`config.mk`:
```
export PLATFORM = sky130hd
export DESIGN_NAME = bw_io_impctl_updn_cal_flat
export DESIGN_NICKNAME = d
export VERILOG_FILES = /design/src/rtl/bw_io_impctl_updn_cal_if.sv /design/src/rtl/bw_io_impctl_updn_cal.sv /design/src/flat_wrapper.sv
export SDC_FILE = /design/constraint.sdc
export NUM_CORES = 1
export LEC_CHECK = 0
export CORE_UTILIZATION = 52
export CTS_CLUSTER_SIZE = 10
export DETAILED_ROUTE_END_ITERATION = 12
export HOLD_SLACK_MARGIN = 0.02
export PLACE_DENSITY = 0.77
export SETUP_SLACK_MARGIN = 0.5
export SLEW_MARGIN = 0
export SYNTH_ARGS = -nofsm -noshare
export SYNTH_HDL_FRONTEND = slang
export SYNTH_SLANG_ARGS = --single-unit
```
`constraint.sdc`:
```
create_clock -name rclk -period 6.35 [get_ports rclk]
set_clock_uncertainty 0.05 [all_clocks]
set_input_delay 1.5875 -clock rclk [delete_from_list [all_inputs] [get_ports rclk]]
set_output_delay 1.5875 -clock rclk [all_outputs]
set_load 0.05 [all_outputs]
```
`src/rtl/bw_io_impctl_updn_cal_if.sv`:
```
// Signal bundle between the impctl up/down calibration engine and its
// surroundings: comparator input, CSR access, commit request and the
// committed/working code outputs. The block itself uses the slave view.
interface bw_io_impctl_updn_cal_if #(
  parameter int WIDTH = 8
);
  logic             cal_en;
  logic             above;
  logic             we_csr;
  logic [WIDTH-1:0] from_csr;
  logic             upd_req;
  logic [WIDTH-1:0] z;
  logic [WIDTH-1:0] to_csr;
  logic             deltabit;
  logic             locked;

  modport master (
    output cal_en, above, we_csr, from_csr, upd_req,
    input  z, to_csr, deltabit, locked
  );

  modport slave (
    input  cal_en, above, we_csr, from_csr, upd_req,
    output z, to_csr, deltabit, locked
  );
endinterface

```
`src/rtl/bw_io_impctl_updn_cal.sv`:
```
// Up/down impedance-calibration engine. Averages the pad comparator over a
// window, steps a saturating working code (to_csr) by one per decision,
// waits a settle time after every code change, detects dithering (locked)
// and commits the working code to the driver bus z on upd_req. CSR writes
// override both codes.
// Optional build macro: BW_IO_IMPCTL_HYST_EN widens the decision threshold
// to AVG_WIN/4 (dead band); without it a plain majority decides.
module bw_io_impctl_updn_cal #(
  parameter int               WIDTH      = 8,
  parameter int               AVG_WIN    = 16,
  parameter int               SETTLE_CYC = 8,
  parameter int               LOCK_REV   = 4,
  parameter logic [WIDTH-1:0] RESET_CODE = {1'b1, {(WIDTH-1){1'b0}}}
) (
  input  logic                      rclk,
  input  logic                      hard_reset_n,
  bw_io_impctl_updn_cal_if.slave    bus
);

  localparam int NW = $clog2(AVG_WIN) + 2;     // signed vote accumulator
  localparam int VW = $clog2(AVG_WIN);         // samples taken in window
  localparam int SW = $clog2(SETTLE_CYC + 1);  // settle cycles elapsed
  localparam int RW = $clog2(LOCK_REV + 1);    // reversal/hold run length

`ifdef BW_IO_IMPCTL_HYST_EN
  localparam int THRESH = AVG_WIN / 4;
`else
  localparam int THRESH = 1;
`endif

  localparam logic signed [NW-1:0] T_POS    = NW'(THRESH);
  localparam logic signed [NW-1:0] T_NEG    = NW'(-THRESH);
  localparam logic [WIDTH-1:0]     CODE_MAX = '1;

  typedef enum logic [1:0] {S_IDLE, S_SETTLE, S_SAMPLE, S_DECIDE} state_e;
  typedef enum logic [1:0] {DIR_NONE, DIR_UP, DIR_DN} dir_e;

  state_e                  state_q, state_d;
  dir_e                    dir_q, dir_d;
  logic [WIDTH-1:0]        z_cal_q, z_cal_d;
  logic [WIDTH-1:0]        z_q, z_d;
  logic                    deltabit_q, deltabit_d;
  logic                    locked_q, locked_d;
  logic [SW-1:0]           settle_q, settle_d;
  logic [VW-1:0]           vote_q, vote_d;
  logic signed [NW-1:0]    net_q, net_d;
  logic [RW-1:0]           rev_q, rev_d;
  logic                    step_up, step_dn;

  // Next-state logic: window sequencing, decision, lock tracking, overrides.
  always_comb begin
    // NOTE: every variable gets its hold value first so no path leaves it
    // unassigned; that is what keeps this block from inferring latches.
    state_d  = state_q;
    dir_d    = dir_q;
    z_cal_d  = z_cal_q;
    z_d      = z_q;
    settle_d = settle_q;
    vote_d   = vote_q;
    net_d    = net_q;
    rev_d    = rev_q;
    step_up  = 1'b0;
    step_dn  = 1'b0;

    case (state_q)
      S_IDLE: begin
        if (bus.cal_en) begin
          state_d  = S_SETTLE;
          settle_d = '0;
        end
      end
      S_SETTLE: begin
        settle_d = settle_q + SW'(1);
        if (settle_q == SW'(SETTLE_CYC - 1)) begin
          state_d = S_SAMPLE;
          vote_d  = '0;
          net_d   = '0;
        end
      end
      S_SAMPLE: begin
        net_d  = bus.above ? net_q + NW'(1) : net_q - NW'(1);
        vote_d = vote_q + VW'(1);
        if (vote_q == VW'(AVG_WIN - 1)) state_d = S_DECIDE;
      end
      S_DECIDE: begin
        // A decision that would leave the code range is treated as a hold.
        step_up = (net_q >= T_POS) && (z_cal_q != CODE_MAX);
        step_dn = (net_q <= T_NEG) && (z_cal_q != '0) && !step_up;
        if (step_up || step_dn) begin
          z_cal_d  = step_up ? z_cal_q + WIDTH'(1) : z_cal_q - WIDTH'(1);
          dir_d    = step_up ? DIR_UP : DIR_DN;
          state_d  = S_SETTLE;
          settle_d = '0;
          if ((step_up && dir_q == DIR_DN) || (step_dn && dir_q == DIR_UP)) begin
            if (rev_q != RW'(LOCK_REV)) rev_d = rev_q + RW'(1);
          end else begin
            rev_d = '0;
          end
        end else begin
          if (rev_q != RW'(LOCK_REV)) rev_d = rev_q + RW'(1);
          state_d = S_SAMPLE;
          vote_d  = '0;
          net_d   = '0;
        end
      end
      default: state_d = S_IDLE;
    endcase

    locked_d = locked_q | (rev_d == RW'(LOCK_REV));

    // Commit samples the working code before any step taken this cycle.
    if (bus.upd_req) z_d = z_cal_q;

    // Disabling calibration discards the window and restarts lock tracking.
    if (!bus.cal_en) begin
      state_d  = S_IDLE;
      z_cal_d  = z_cal_q;
      rev_d    = '0;
      dir_d    = DIR_NONE;
      locked_d = 1'b0;
    end

    // CSR write wins over everything else in the same cycle.
    if (bus.we_csr) begin
      z_cal_d  = bus.from_csr;
      z_d      = bus.from_csr;
      state_d  = bus.cal_en ? S_SETTLE : S_IDLE;
      settle_d = '0;
      rev_d    = '0;
      dir_d    = DIR_NONE;
      locked_d = 1'b0;
    end

    deltabit_d = (z_d != z_q);
  end

  // State register; reset returns to IDLE with both codes at RESET_CODE.
  always_ff @(posedge rclk or negedge hard_reset_n) begin
    if (!hard_reset_n) begin
      state_q    <= S_IDLE;
      dir_q      <= DIR_NONE;
      z_cal_q    <= RESET_CODE;
      z_q        <= RESET_CODE;
      deltabit_q <= 1'b0;
      locked_q   <= 1'b0;
      settle_q   <= '0;
      vote_q     <= '0;
      net_q      <= '0;
      rev_q      <= '0;
    end else begin
      // NOTE: non-blocking assignments so every register samples the values
      // from before this edge, independent of statement order.
      state_q    <= state_d;
      dir_q      <= dir_d;
      z_cal_q    <= z_cal_d;
      z_q        <= z_d;
      deltabit_q <= deltabit_d;
      locked_q   <= locked_d;
      settle_q   <= settle_d;
      vote_q     <= vote_d;
      net_q      <= net_d;
      rev_q      <= rev_d;
    end
  end

  assign bus.z        = z_q;
  assign bus.to_csr   = z_cal_q;
  assign bus.deltabit = deltabit_q;
  assign bus.locked   = locked_q;

endmodule
```
`src/flat_wrapper.sv`:
```
// flat-port wrapper written by rule: the top's interface ports become plain ports
module bw_io_impctl_updn_cal_flat 
#(
  parameter int               WIDTH      = 8,
  parameter int               AVG_WIN    = 16,
  parameter int               SETTLE_CYC = 8,
  parameter int               LOCK_REV   = 4,
  parameter logic [WIDTH-1:0] RESET_CODE = {1'b1, {(WIDTH-1){1'b0}}}
)
  (rclk, hard_reset_n, bus_cal_en, bus_above, bus_we_csr, bus_from_csr, bus_upd_req, bus_z, bus_to_csr, bus_deltabit, bus_locked);
  bw_io_impctl_updn_cal_if #(.WIDTH(WIDTH)) bus_i ();
  input  logic rclk;
  input  logic hard_reset_n;
  input wire logic [$bits(bus_i.cal_en)-1:0] bus_cal_en;
  input wire logic [$bits(bus_i.above)-1:0] bus_above;
  input wire logic [$bits(bus_i.we_csr)-1:0] bus_we_csr;
  input wire logic [$bits(bus_i.from_csr)-1:0] bus_from_csr;
  input wire logic [$bits(bus_i.upd_req)-1:0] bus_upd_req;
  output wire logic [$bits(bus_i.z)-1:0] bus_z;
  output wire logic [$bits(bus_i.to_csr)-1:0] bus_to_csr;
  output wire logic [$bits(bus_i.deltabit)-1:0] bus_deltabit;
  output wire logic [$bits(bus_i.locked)-1:0] bus_locked;
  assign bus_i.cal_en = bus_cal_en;
  assign bus_i.above = bus_above;
  assign bus_i.we_csr = bus_we_csr;
  assign bus_i.from_csr = bus_from_csr;
  assign bus_i.upd_req = bus_upd_req;
  assign bus_z = bus_i.z;
  assign bus_to_csr = bus_i.to_csr;
  assign bus_deltabit = bus_i.deltabit;
  assign bus_locked = bus_i.locked;
  bw_io_impctl_updn_cal #(.WIDTH(WIDTH), .AVG_WIN(AVG_WIN), .SETTLE_CYC(SETTLE_CYC), .LOCK_REV(LOCK_REV), .RESET_CODE(RESET_CODE)) u_core (.rclk(rclk), .hard_reset_n(hard_reset_n), .bus(bus_i));
endmodule
```
==> results.yml, run 1 <==
status:
  outcome: "completed"
synthesis:
  ys_seq_elements: 39
  ys_top_cells_by_count: "dfrtp_1, nor2_1, a21oi_1"
  syn_area_um2: 2410
  yosysSeqAreaShare_pct: 40.6
  synth_nets: 276
  ys.flop_type: "dfrtp_1"
  synthDistinctLibCells: 49
  yosysTopAreaCellShare_pct: 38.4
  syn_inst: 248
  synth.most_common_cell: "dfrtp_1"
  synth_area_leader_cell: "dfrtp_1"
  synth_edf_count: 0
  synth_warnings: 0
  async_reset_ff_share_pct: 100
  syn_avg_cell_area_um2: 9.72
  yosys-top-cells-area: "dfrtp_1, ha_1, mux2i_1, xnor2_1, nor2_1"
min_path:
  min_path_type: "reg2reg"
global_routing:
  antenna_found_initial: 0
  grt_overflow: 0
  grt_max_degree: 40
  grt_pass1_vias: 1883
  grt_pass1_wl_um: 8620
  grt_util_all_layers_pct: 22.3
sta:
  fmax_mhz: 290
  slew_violations: 0
  period_share_pct: 54.4
  fin_crit_ps: 3450
  hold_viol: 0
  tns_ps: 0
  rsz0062_at_grt: "false"
  setup_viol: 0
  slew_headroom_pct: 42.4
  worst_pin_slew_ps: 864
critical_path:
  criticalPathCategory: "in2reg"
  arrival_ps: 3570
  endpoint_kind: "flip-flop"
  cp.required_ps: 6460
  cp_max_fo: 23
  start_kind: "primary input"
clock_network:
  cts_buffer_depth: 2
  cts_setup_buffers: 0
  root_buffer: "clkbuf_8"
  cts_buffers: 5
  clkSlewWorstSetupHoldPaths_ps: 80
  cts_sinks: 39
  h-tree-depth: 2
  hold_buffers: 0
  cts_tree: "done"
  ctsResizeCount: 0
  clk_latency_ps: 290
detailed_routing:
  drt_pass1_iterations: 4
  drc_errors: 0
  via_count: 1902
  wl_um: 4970
  ant_nets: 0
  vias_per_cell: 5.73
  drt_iter0_drc: 96
  drt-wirelength-per-cell_um: 15.0
floorplan:
  boundaryPins: 32
  die_area_um2: 4910
  die_w_um: 70.1
  rows: 24
  core-area_um2: 4410
  start_util_pct: 54.6
  fp.dieH_um: 70.1
cells_and_area:
  syn_to_final_growth_pct: 19.8
  drive_gt1_share_pct: 8.93
  diodes: 0
  nets: 307
run:
  max_cap_viol_count: 0
placement:
  place_congestion: 0.746
  dp_hpwl_um: 3580
  portBuffers: 31
pwr:
  power_leakage_nw: 1.19
  fin_total_pwr_uw: 666
  ir_drop_mv: 0.171
  p_per_area_nw_per_um2: 231
[metal layers]
metal	track usage [%]	vias to the layer above	part of all wire (%)
met2	36.6	64	45
met1	28.6	890	46
met4	7.11	0	1.6
li1	-	940	-
met3	5.92	8	6.7
met5	0	-	0
[state kept, by name, indices dropped and copies added, names as in the netlist]
name and cells:
u_core.state_q 2, u_core.bus.to_csr 8, u_core.settle_q 4, u_core.bus.locked 1
u_core.bus.deltabit 1, u_core.rev_q 3, u_core.bus.z 8, u_core.net_q 6
u_core.dir_q 2, u_core.vote_q 4
[worst paths after layout]
| path | start | endpoint | slack, ps | cells after the start |
|---|---|---|---|---|
| worst max-delay path | bus_we_csr | u_core.bus.deltabit | 2900 | 7 |
| worst min-delay path | u_core.settle_q[2] | u_core.settle_q[2] | 450 | 1 |
| worst max register to register | u_core.net_q[0] | u_core.bus.to_csr[7] | 2990 | 11 |
| worst min register to register | u_core.settle_q[2] | u_core.settle_q[2] | 450 | 1 |
| max in group asynchronous | hard_reset_n | u_core.bus.to_csr[3] | 4360 | 1 |
| min in group asynchronous | hard_reset_n | u_core.net_q[1] | 1350 | 1 |
[where the power goes]
| part | internal [mW] | total [mW] | switching (mW) |
|---|---|---|---|
| logic | 0.0561 | 0.142 | 0.0855 |
| clock network | 0.157 | 0.245 | 0.0883 |
| registers | 0.262 | 0.280 | 0.0180 |
[kinds of logic after synthesis]
| kind of cell | share of synthesized area, % |
|---|---|
| compound gates | 17.2 |
| xor+xnor | 8.72 |
| fa+ha+maj | 7.58 |
| buf+inv | 2.75 |
| flops | 40.6 |
| mux | 6.65 |
| simple gates | 16.5 |
[cells in the final DEF, fill, tap and decap left out, types with 2 or more instances in the layout]
master           count
dfrtp_1             37
clkdlybuf4s50_1     30
nor2_1              28
a21oi_1             19
mux2i_1             16
nand2_1             16
xnor2_1             13
ha_1                13
xor2_1              11
inv_1               10
o21ai_0             10
a31oi_1              7
o21ai_1              6
clkbuf_8             5
nand4_1              4
nand3_1              4
and3_1               3
and2_1               3
nand3b_1             3
nor3_1               3
nor4_1               2
o22ai_1              2
nand2b_1             2
or2_2                2
a22o_1               2
bufinv_16            2
dfstp_2              2
[layout make-up]
type / count / area [um^2]
fillers: 350 / 1530
well taps: 52 / 65.1
clock inverters: 3 / 67.6
inverters: 10 / 37.5
repair buffers: 31 / 305
multi-input cells: 192 / 1370
clock buffers: 5 / 68.8
flip-flops and latches: 39 / 978
[critical path, cell delays in order]
cell,delay (ps)
clkdlybuf4s50_1,540
inv_1,550
nor2_1,140
a21oi_1,220
xor2_1,100
nor4_1,300
nand4_1,120
[per-stage QoR]
stage	setup slack [ps]	hold slack (ps)	cells	utilization [%]	area [um^2]
floorplan	3380	412	248	-	2410
global placement	2650	441	324	62.3	2750
detailed placement	2600	448	324	62.3	2750
CTS	2930	458	332	65.4	2890
global route	2680	489	332	65.4	2890
finish	2900	455	332	65.4	2890
No activity file was read; power rests on OpenSTA's default activity.
==> run 2: changes to the inputs <==
Clock period 6.35 ns to 3.6 ns, I/O delays scaled along.
==> run 2 against run 1 <==
Combinational power up 87%. Core utilization increased by 1.2 points. Routed wire length up 4.8%. Sequential share of layout area fell by 0.59 points. Worst hold slack got worse by 2.4 ps. Via count rose by 1.3%. Final area is 1.9% higher. Sequential power grew 76%. Non-clock buffer count up 8. Highest routed layer unchanged.
==> results.yml, run 2 (same netlist as run 1, synthesis figures left out) <==
sta:
  fin_crit_ps: 2990
  tns_ps: 0
  rsz0062_at_grt: "false"
  hold_ws_ps: 453
  slew_headroom_pct: 41.4
  worst_pin_slew_ps: 879
  setup_viol: 0
  hold_viol: 0
  fmax_mhz: 335
  period_share_pct: 83.0
  slew_violations: 0
critical_path:
  cp_num_buf_inv: 1
  rr_endpoint: "u_core.bus.to_csr[7]"
  crit_path_top_delay_cell: "or3_4"
  cp_max_fo: 8
  endpoint_kind: "flip-flop"
  critical_path.cell_chain: "inv_1, ha_1, and3_1, or3_4, ha_1, nand3_1, o211ai_1, o41ai_2, xnor2_1, a21bo_2, a31oi_1"
  arrival_ps: 3160
  start_kind: "flip-flop"
  timing.rr.start: "u_core.net_q[0]"
  ff2ff_path_depth: 11
  cpMostUsedCell: "ha_1"
  path_delay_family: "compound AO/OA/AOI/OAI gates"
  cp.required_ps: 3770
  criticalPathCategory: "reg2reg"
  cpPeakStageDelay_ps: 460
  reg2reg_slack_ps: 610
cells_and_area:
  syn_to_final_growth_pct: 22.1
  nets: 315
  final_common_cell: "dfrtp_1"
  diodes: 0
  most-common-layout-cells: "dfrtp_1, clkdlybuf4s50_1, nor2_1"
  instances_no_fill: 340
  drive_gt1_share_pct: 13.9
detailed_routing:
  drc_errors: 0
  drt-wirelength-per-cell_um: 15.3
  drt_iter0_drc: 95
  wl_um: 5200
  drt_pass1_iterations: 4
  vias_per_cell: 5.66
  ant_nets: 0
  via_count: 1926
pwr:
  sw_frac_of_total_pct: 33.2
  p_sw_uw: 352
  ir_drop_mv: 0.328
  p_seq_share_pct: 46.4
  power_leakage_nw: 1.21
  p_comb_share_pct: 25.1
  p_per_area_nw_per_um2: 361
  clock_power_share_pct: 28.5
  fin_total_pwr_mw: 1.06
  p_int_uw: 710
floorplan:
  die_area_um2: 4910
  fp.dieH_um: 70.1
  rows: 24
  start_util_pct: 54.6
  core-area_um2: 4410
  die_w_um: 70.1
  boundaryPins: 32
clock_network:
  root_buffer: "clkbuf_8"
  h-tree-depth: 2
  clk_latency_ps: 290
  cts_buffers: 5
  cts_tree: "done"
  cts_sinks: 39
  cts_buffer_depth: 2
  clkSlewWorstSetupHoldPaths_ps: 90
  hold_buffers: 0
global_routing:
  grt_pass1_wl_um: 8560
  grt_pass1_vias: 1814
  antenna_found_initial: 0
  grt_util_all_layers_pct: 21.8
  grt_overflow: 0
  grt_max_degree: 40
placement:
  portBuffers: 31
  dp_cells: 326
  place_congestion: 0.782
  dp_hpwl_um: 3700
min_path:
  whs_path_depth: 1
  min_path_type: "reg2reg"
  min_from: "u_core.settle_q[2]"
  hold-path-endpoint: "u_core.settle_q[2]"
run:
  max_cap_viol_count: 0
status:
  outcome: "completed"
-- run 2: layer usage --
metal	GRT usage, %	wire (um)	vias to the layer above
met5	0	0	-
met4	4.22	24	0
met3	4.33	194	2
met2	35.5	2510	39
met1	30.4	2480	924
li1	-	-	961
-- run 2: what timing repair did --
action                     CTS  global route
buffers inserted             0             6
resized for setup            1             6
pin swaps                    0             4
setup endpoints to repair    1             1
-- run 2: cell type report --
type,count,area (um^2)
Fill cell,345,1470
Sequential cell,39,980
Clock buffer,5,68.8
Tap cell,52,65.1
Inverter,10,37.5
Timing Repair Buffer,39,365
Multi-Input combinational cell,192,1400
Clock inverter,3,25.0
-- run 2: how the worst max path moves through the flow --
| stage | to | slack [ps] | cells past startpoint | startpoint |
|---|---|---|---|---|
| after detailed placement | u_core.bus.to_csr[7] | 420 | 11 | u_core.net_q[0] |
| after global routing | u_core.bus.to_csr[7] | 450 | 12 | u_core.net_q[1] |
| after CTS | u_core.bus.to_csr[7] | 580 | 11 | u_core.net_q[0] |
| after global placement | u_core.bus.to_csr[7] | 500 | 11 | u_core.net_q[0] |
| after floorplan | u_core.bus.to_csr[7] | 730 | 11 | u_core.bus.to_csr[0] |
| final | u_core.bus.to_csr[7] | 610 | 11 | u_core.net_q[0] |
-- run 2: stage by stage --
stage | util (%) | cell area [um^2] | setup slack (ps)
floorplan | - | 2410 | 733
global placement | 62.7 | 2770 | 503
detailed placement | 62.7 | 2770 | 416
CTS | 64.9 | 2870 | 577
global route | 66.7 | 2940 | 451
finish | 66.7 | 2940 | 612
-- run 2: power groups by stage --
stage / registers (mW) / clock network [mW] / logic [mW]
after floorplan: 0.556 / 0 / 0.107
after global routing: 0.498 / 0.330 / 0.288
after detailed placement: 0.501 / 0 / 0.252
after CTS: 0.492 / 0.308 / 0.254
final: 0.493 / 0.303 / 0.266
after global placement: 0.500 / 0 / 0.250
-- run 2: worst reg2reg max path, delay by kind of cell, from the launching register on --
| kind | cells | cell delay (ps) |
|---|---|---|
| XOR/XNOR | 1 | 140 |
| buffers and inverters | 1 | 60 |
| flip-flops | 1 | 420 |
| adder cells (fa/ha/maj) | 2 | 600 |
| AND/OR/NAND/NOR | 3 | 780 |
| AO/OA/AOI/OAI | 4 | 860 |
==> run 3: changes to the inputs <==
Settings changed: CORE_UTILIZATION 52 to 50.
Clock period 3.6 ns to 2.5 ns, I/O delays scaled along.
==> run 3 against run 2 <==
The run now ends with negative setup slack left. Sequential power rose by 41%. Non-clock buffer count rose by 41. Sequential cell count stayed put. Largest power group unchanged. Combinational power increased by 96%. Die area rose by 3.9%. Via count up 18%. Global-route usage up 6.3 points. Power up 54%. Sequential share of layout area decreased by 5.5 points. Worst setup slack worse by 850 ps.
==> results.yml, run 3 (same netlist as run 1, synthesis figures left out) <==
critical_path:
  path_delay_family: "compound AO/OA/AOI/OAI gates"
  cp_max_fo: 6
  ff2ff_path_depth: 13
  reg2reg_slack_ps: -240
  cpPeakStageDelay_ps: 400
  start_kind: "flip-flop"
  rr_endpoint: "u_core.bus.to_csr[7]"
  timing.rr.start: "u_core.net_q[1]"
  crit_path_top_delay_cell: "dfrtp_1"
  endpoint_kind: "flip-flop"
  arrival_ps: 2910
  critical_path.cell_chain: "inv_2, ha_4, nor2_1, and3_4, or3_4, buf_8, ha_4, a21oi_4, o211ai_1, o41ai_2, xnor2_1, a21bo_2, a31oi_1"
  criticalPathCategory: "reg2reg"
  cp.required_ps: 2670
  cp_num_buf_inv: 2
  cpMostUsedCell: "ha_4"
run:
  max_cap_viol_count: 0
clock_network:
  cts_sinks: 39
  clkSlewWorstSetupHoldPaths_ps: 70
  cts_buffer_depth: 2
  cts_buffers: 5
  hold_buffers: 0
  h-tree-depth: 2
  cts_tree: "done"
  root_buffer: "clkbuf_8"
  clk_latency_ps: 300
pwr:
  sw_frac_of_total_pct: 34.1
  fin_total_pwr_mw: 1.64
  p_per_area_nw_per_um2: 460
  p_int_mw: 1.08
  p_seq_share_pct: 42.5
  ir_drop_mv: 0.326
  power_leakage_nw: 1.46
  p_sw_uw: 559
  clock_power_share_pct: 25.7
  p_comb_share_pct: 31.8
global_routing:
  grt_overflow: 0
  grt_pass1_wl_um: 11000
  antenna_found_initial: 0
  grt_util_all_layers_pct: 28.1
  grt_max_degree: 21
  grt_pass1_vias: 2297
sta:
  hold_viol: 0
  slew_violations: 0
  worst_pin_slew_ps: 685
  hold_ws_ps: 227
  rsz0062_at_grt: "true"
  tns_ps: -843
  slew_headroom_pct: 54.3
  fin_crit_ps: 2740
  setup_slack_ps: -242
  setup_viol: 5
  fmax_mhz: 365
  period_share_pct: 110
cells_and_area:
  most-common-layout-cells: "buf_4, dfrtp_1, nor2_1"
  diodes: 0
  nets: 357
  final_common_cell: "buf_4"
  post-route-util_pct: 78.9
  syn_to_final_growth_pct: 47.6
  drive_gt1_share_pct: 42.1
floorplan:
  core-area_um2: 4500
  start_util_pct: 53.5
  die_area_um2: 5100
  boundaryPins: 32
  rows: 24
  fp.dieH_um: 71.4
  die_w_um: 71.4
detailed_routing:
  drc_errors: 0
  ant_nets: 0
  drt_pass1_iterations: 4
  via_count: 2271
  drt_iter0_drc: 135
  wl_um: 7180
  vias_per_cell: 5.95
  drt-wirelength-per-cell_um: 18.8
placement:
  dp_hpwl_um: 4620
  place_congestion: 0.960
  portBuffers: 31
min_path:
  min_path_type: "in2async"
status:
  outcome: "complete, but fails checks"
  violations: "negative setup slack"
-- run 3: changes by cell type in the layout (fill, tap and decap cells not counted), moves of 9 or more --
cell | previous run | this run
dlygate4sd2_1 | 0 | 9
clkdlybuf4s50_1 | 30 | 10
buf_4 | 8 | 37
buf_6 | 0 | 10
nor2_1 | 28 | 17
-- run 3: area by class of cell --
type,instances,area (um^2)
clock buffers,5,68.8
fillers,266,948
inverters,10,40.0
well taps,52,65.1
repair buffers,80,706
clock inverters,3,15.0
flip-flops and latches,39,988
multi-input cells,193,1670
-- run 3: layer usage --
| metal | GRT usage [%] | up-vias | part of all wire, % |
|---|---|---|---|
| met2 | 49.0 | 69 | 51 |
| met1 | 35.0 | 1133 | 42 |
| met3 | 3.94 | 16 | 4.8 |
| met5 | 0 | - | 0 |
| met4 | 11.6 | 0 | 2.5 |
| li1 | - | 1053 | - |
-- run 3: through the flow --
step	std cells	area, um^2	setup WS (ps)
2_1_floorplan	248	2510	-164
3_3_place_gp	364	3140	-168
3_5_place_dp	364	3140	-311
4_1_cts	378	3430	-126
5_1_grt	382	3560	-345
6_report	382	3560	-242
-- run 3: worst max-delay path by stage --
stage                         start              endpoint  depth (start not counted)
floorplan           u_core.net_q[1]  u_core.bus.to_csr[7]                         13
global placement    u_core.net_q[1]  u_core.bus.to_csr[7]                         13
detailed placement  u_core.net_q[1]  u_core.bus.to_csr[7]                         13
CTS                 u_core.net_q[1]  u_core.bus.to_csr[7]                         13
global route        u_core.net_q[1]  u_core.bus.to_csr[5]                         14
finish              u_core.net_q[1]  u_core.bus.to_csr[7]                         13
-- run 3: what timing repair did --
| item | CTS | global route |
|---|---|---|
| cloned | 1 | 0 |
| gates resized for setup | 74 | 32 |
| buffers inserted | 5 | 4 |
| endpoints found under the setup margin | 46 | 32 |
| pin swaps | 21 | 15 |
-- run 3: power groups by stage --
stage	clock [mW]	combinational [mW]	sequential (mW)
2_1_floorplan	0	0.170	0.806
3_3_place_gp	0	0.455	0.702
3_5_place_dp	0	0.467	0.704
4_1_cts	0.428	0.481	0.692
5_1_grt	0.449	0.551	0.698
6_report	0.421	0.521	0.695
